**config.mk**
```make
export PLATFORM = sky130hd
export DESIGN_NAME = raw_capture
export DESIGN_NICKNAME = d
export VERILOG_FILES = /design/src/rtl/raw_capture.sv
export SDC_FILE = /design/constraint.sdc
export NUM_CORES = 1
export LEC_CHECK = 0
export ABC_CLOCK_PERIOD_IN_PS = 2400
export CAP_MARGIN = 40
export CORE_MARGIN = 2
export CORE_UTILIZATION = 52
export CTS_CLUSTER_DIAMETER = 120
export DETAILED_ROUTE_END_ITERATION = 12
export PLACE_DENSITY = 0.84
export SKIP_LAST_GASP = 1
export SLEW_MARGIN = 0
export SYNTH_ARGS = -nofsm -noshare
export SYNTH_HDL_FRONTEND = slang
export SYNTH_SLANG_ARGS = --single-unit
export TNS_END_PERCENT = 5
```
**constraint.sdc**
```tcl
create_clock -name iCLK -period 2.4 [get_ports iCLK]
set_clock_uncertainty 0.2 [all_clocks]
set_input_delay 0.48 -clock iCLK [delete_from_list [all_inputs] [get_ports iCLK]]
set_output_delay 0.48 -clock iCLK [all_outputs]
set_load 0.05 [all_outputs]
```
**src/rtl/raw_capture.sv**
```systemverilog
// raw_capture
// Turns raw sensor timing (frame valid, line valid, 12-bit Bayer pixel) into a
// coordinate-tagged pixel stream. Capture is gated by start/stop requests so
// that only whole frames are forwarded: a frame already in progress when
// capture is enabled is skipped, and a stop request never truncates a frame.
//
// State table
//   state      | meaning
//   -----------+------------------------------------------------------------
//   IDLE       | capture disabled, waiting for the run flag
//   WAIT_LOW   | run set; waiting for frame valid low so no partial frame is taken
//   WAIT_FRAME | waiting for a rising frame valid to start a new frame
//   ACTIVE     | inside a captured frame; pixels forwarded on line valid
module raw_capture #(
    parameter int COLUMN_WIDTH = 1280,
    parameter int ROW_HEIGHT   = 960
) (
    input  logic        iCLK,
    input  logic        iRST,
    input  logic        iSTART,
    input  logic        iEND,
    input  logic        iFVAL,
    input  logic        iLVAL,
    input  logic [11:0] iDATA,
    output logic [11:0] oDATA,
    output logic        oDVAL,
    output logic [10:0] oX_Cont,
    output logic [10:0] oY_Cont,
    output logic [31:0] oFrame_Cont,
    output logic        oBusy
);

    localparam logic [10:0] X_LAST = 11'(COLUMN_WIDTH - 1);
    localparam logic [10:0] Y_LAST = 11'(ROW_HEIGHT - 1);

    typedef enum logic [1:0] {
        IDLE       = 2'd0,
        WAIT_LOW   = 2'd1,
        WAIT_FRAME = 2'd2,
        ACTIVE     = 2'd3
    } state_t;

    state_t      state;
    logic        rF;
    logic        rL;
    logic        rF_d;
    logic        rL_d;
    logic [11:0] rD;
    logic        runFlag;
    logic [10:0] xCnt;
    logic [10:0] yCnt;

    logic        frameRise;
    logic        frameFall;
    logic        lineFall;
    logic        frameStart;
    logic        pixelFire;
    logic        shortLine;
    logic [10:0] yNext;

    // Edge detects and qualifiers, all taken from the registered sensor copies.
    assign frameRise  = rF & ~rF_d;
    assign frameFall  = ~rF & rF_d;
    assign lineFall   = ~rL & rL_d;
    assign frameStart = (state == WAIT_FRAME) & runFlag & frameRise;
    assign pixelFire  = (state == ACTIVE) & rF & rL;
    // A line that ended before the last column still owns a row; move to the next one.
    assign shortLine  = (state == ACTIVE) & lineFall & (xCnt != 11'd0);
    assign yNext      = (yCnt == Y_LAST) ? 11'd0 : yCnt + 11'd1;

    // Register the sensor pins once and keep the previous flags for edge detection.
    always_ff @(posedge iCLK) begin
        if (iRST) begin
            rF   <= 1'b0;
            rL   <= 1'b0;
            rD   <= 12'd0;
            rF_d <= 1'b0;
            rL_d <= 1'b0;
        end else begin
            rF   <= iFVAL;
            rL   <= iLVAL;
            rD   <= iDATA;
            rF_d <= rF;
            rL_d <= rL;
        end
    end

    // Run flag: stop dominates start when both arrive in the same cycle.
    always_ff @(posedge iCLK) begin
        if (iRST) begin
            runFlag <= 1'b0;
        end else if (iEND) begin
            runFlag <= 1'b0;
        end else if (iSTART) begin
            runFlag <= 1'b1;
        end
    end

    // Capture sequencer with registered busy flag and completed-frame counter.
    always_ff @(posedge iCLK) begin
        if (iRST) begin
            state       <= IDLE;
            oBusy       <= 1'b0;
            oFrame_Cont <= 32'd0;
        end else begin
            case (state)
                IDLE: begin
                    if (runFlag) begin
                        state <= WAIT_LOW;
                        oBusy <= 1'b1;
                    end
                end
                WAIT_LOW: begin
                    if (!runFlag) begin
                        state <= IDLE;
                        oBusy <= 1'b0;
                    end else if (!rF) begin
                        state <= WAIT_FRAME;
                    end
                end
                WAIT_FRAME: begin
                    if (!runFlag) begin
                        state <= IDLE;
                        oBusy <= 1'b0;
                    end else if (frameRise) begin
                        state <= ACTIVE;
                    end
                end
                ACTIVE: begin
                    // The run flag is only consulted at frame end, so a stop never cuts a frame short.
                    if (frameFall) begin
                        oFrame_Cont <= oFrame_Cont + 32'd1;
                        if (runFlag) begin
                            state <= WAIT_FRAME;
                        end else begin
                            state <= IDLE;
                            oBusy <= 1'b0;
                        end
                    end
                end
                default: begin
                    state <= IDLE;
                    oBusy <= 1'b0;
                end
            endcase
        end
    end

    // Column/row counters: cleared on frame entry, advanced per pixel and on short lines.
    always_ff @(posedge iCLK) begin
        if (iRST) begin
            xCnt <= 11'd0;
            yCnt <= 11'd0;
        end else if (frameStart) begin
            xCnt <= 11'd0;
            yCnt <= 11'd0;
        end else if (pixelFire) begin
            if (xCnt == X_LAST) begin
                xCnt <= 11'd0;
                yCnt <= yNext;
            end else begin
                xCnt <= xCnt + 11'd1;
            end
        end else if (shortLine) begin
            xCnt <= 11'd0;
            yCnt <= yNext;
        end
    end

    // Output stage: strobe valid per forwarded pixel, hold data and coordinates otherwise.
    always_ff @(posedge iCLK) begin
        if (iRST) begin
            oDATA   <= 12'd0;
            oDVAL   <= 1'b0;
            oX_Cont <= 11'd0;
            oY_Cont <= 11'd0;
        end else begin
            oDVAL <= pixelFire;
            if (pixelFire) begin
                oDATA   <= rD;
                oX_Cont <= xCnt;
                oY_Cont <= yCnt;
            end
        end
    end

endmodule

```
==> reports/qor.txt <==
status = completed
area leader, netlist = dfxtp_1
DP Wirelength = 6840 microns
CP peak stage delay = 860 ps
fmax = 421 MHz
sequential area share after synthesis = 48.8%
Core ar. = 8260 sq um
CTS Buf Count = 9
Net Sw Frac = 22.3%
crit path buf inv count = 1
# nets final = 631
clock share of power = 39.6%
number of synthesized flops with an enable pin = 0
Die Ht = 96.7 microns
clock root buffer = clkbuf_8
Cell Chain, Critical Path = clkdlybuf4s50_1
largest net degree at the start of global routing = 87
antenna cells = 0
Synth Warn # = 0
R2R setup slack = 90 ps
area post-placement = 5440 sq um
hold crit path type = reg -> reg
ratio of cells with drive above 1 in the final layout = 6.84%
Worst Path Max Fanout = 5
global-route wire length before repair = 17000 microns
total setup buffers inserted after CTS = 0
number of global-route vias before repair = 3672
design area = 5680 sq um
sequential power share = 57.7%
CP top delay family = buffers and inverters
Clock H-tree levels = 3
Int Power = 2.47 mW
Pwr Total = 3.18 mW
Pwr Density = 560 nW/um^2
Clk pin slew, worst setup/hold paths = 110 ps
port bufs = 85
synth top area cells = dfxtp_1 49%, nand2_1 7.9%, a21oi_1 5.7%
worst r2r src = xCnt[0]
Via density = 5.42
Placer Congestion = 0.955
Final Slew Violations = 0
Setup WS post-layout = 23.8 ps
Sw Pwr = 0.709 mW
final hold vios = 0
most frequent cell after synthesis = dfxtp_1
Synth Area per Inst = 8.43 sq um
RSZ-0062 raised after global routing = yes
relative slew slack = 57.8%
Vias = 3895
WL final = 10100 microns
Worst Path Arrival = 1700 ps
initial antenna violation count = 0
synthesized area = 4470 sq um
Die Width = 96.7 microns
hold path endpoint = oDATA[10]
main flop type after synthesis = dfxtp_1
Tightest Pin Transition = 630 ps
Worst EP required = 1720 ps
post-synth top area share = 48.8%
wire per inst = 14.1 microns
combinational power share = 2.7%
Post-synth top cells = 109 x dfxtp_1, 94 x nand2_1, 51 x a21oi_1
WHS Path Cells = 2
total global routing overflow = 0
fin crit share = 99.0%
Longest Clk Path Bufs = 2
critical path class = reg -> out
Skew-Pair Late Insertion Delay = 370 ps
total track usage = 21.6%
R2R Path End = yCnt[6]
post-route ant nets = 0
Max Cap Viol = 0
FF+latch count, synth = 109
Synth Net Count = 552
Slowest-stage cell, CP = clkdlybuf4s50_1
DRT Pass-1 Iters = 5
fin cells = 719
startpoint types = register
Area Overhead vs Synth = 27.0%
VDD IR max = 0.000293 V
IO Count = 86
initial DRC count = 161
die area = 9350 sq um
Syn Inst Count = 530
ys async rst share = 0%
Core Util, Final = 68.7%
Worst Reg2Reg Path Length in Cells = 6
crit path time final = 2380 ps
final setup vio count = 0
pre-CTS setup slack = 82.7 ps
CTS tree = built
Cell variety after synth = 50
Setup crit end kind = output port
Leak Pwr = 1.94 nW
Site Rows = 33
DRC viols = 0
dpl cells = 703
Initial Util = 54.1%
Worst Hold Launch = rD[10]
Clock Sinks = 109
stage by stage:
stage	setup TNS [ps]	hold slack [ps]
2_1_floorplan	0	217
3_3_place_gp	0	220
3_5_place_dp	0	228
4_1_cts	0	243
5_1_grt	-169	261
6_report	0	236
state kept, by name (all words and copies together), names as in the netlist, 2 cells and up:
signal	cells
oDATA	12
oFrame_Cont	32
oX_Cont	11
oY_Cont	11
rD	12
state	2
xCnt	11
yCnt	11
logic make-up after synthesis:
| group | count (synthesis) | synth area share, % |
|---|---|---|
| buffers and inverters | 39 | 3.44 |
| muxes | 1 | 0.224 |
| DFF | 109 | 48.8 |
| AOI/OAI and AO/OA | 93 | 12.7 |
| adders and majority gates | 4 | 1.12 |
| and+or+nand+nor | 255 | 28.0 |
| xor gates and xnor gates | 29 | 5.68 |
power groups by stage:
| stage | logic [mW] | clock network (mW) | registers, mW |
|---|---|---|---|
| finish | 0.0858 | 1.26 | 1.83 |
| global route | 0.0943 | 1.36 | 1.84 |
| CTS | 0.0869 | 1.28 | 1.83 |
| detailed placement | 0.0869 | 0 | 1.87 |
| global placement | 0.0850 | 0 | 1.87 |
| floorplan | 0.0439 | 0 | 1.88 |
final cells by class:
class                           count  area, sq um
Fill cell                         685         2580
Clock buffer                        9          124
Timing Repair Buffer               98          956
Sequential cell                   109         2180
Multi-Input combinational cell    382         2140
Clock inverter                      7          104
Inverter                            9         33.8
Tap cell                          105          131
cell usage in the layout (no fill, tap or decap), types with 2 or more instances in the layout:
| cell | instances |
|---|---|
| nor2_1 | 49 |
| xnor2_1 | 5 |
| nand4_1 | 18 |
| o21a_1 | 2 |
| inv_6 | 2 |
| inv_1 | 9 |
| and3_1 | 8 |
| dfxtp_1 | 109 |
| buf_4 | 12 |
| o211a_1 | 2 |
| clkbuf_8 | 9 |
| or3_1 | 7 |
| nor2b_1 | 23 |
| nand4b_1 | 4 |
| nor4_1 | 4 |
| clkinvlp_4 | 2 |
| a31oi_1 | 4 |
| o21ai_0 | 18 |
| nand2_1 | 94 |
| o211ai_1 | 2 |
| a21oi_1 | 51 |
| nand3_1 | 18 |
| o221a_2 | 3 |
| bufinv_16 | 2 |
| ha_1 | 4 |
| and4_1 | 2 |
| nand2b_1 | 3 |
| xor2_1 | 24 |
| nor3_1 | 11 |
| and2_1 | 3 |
| clkdlybuf4s50_1 | 84 |
worst max-delay path by stage:
stage	from	end	slack, ps	depth (start not counted)
after floorplan	oFrame_Cont[5]	oFrame_Cont[28]	110	7
after global placement	xCnt[0]	xCnt[5]	140	6
after detailed placement	xCnt[0]	xCnt[5]	80	6
after CTS	oFrame_Cont[14]	oFrame_Cont[14]	10	1
after global routing	oFrame_Cont[14]	oFrame_Cont[14]	-50	1
final	oFrame_Cont[23]	oFrame_Cont[23]	20	1
layer usage:
layer	up-vias	routed length [microns]	track usage [%]
met2	121	4760	35.9
li1	1960	-	-
met4	0	155	8.56
met1	1799	4510	26.6
met5	-	0	0
met3	15	702	5.78
worst reg2reg max path, delay by kind of cell, from the launching register on:
kind / cells / cell delay [ps]
simple gates: 3 / 1080
flops: 1 / 410
fa+ha+maj: 1 / 250
compound gates: 2 / 320
what timing repair did:
item	CTS	global route
endpoints found under the setup margin	0	8
resized for setup	0	1
hold buffers	0	0
hold endpoints to repair	0	0
Power figures use the tool's default switching activity.
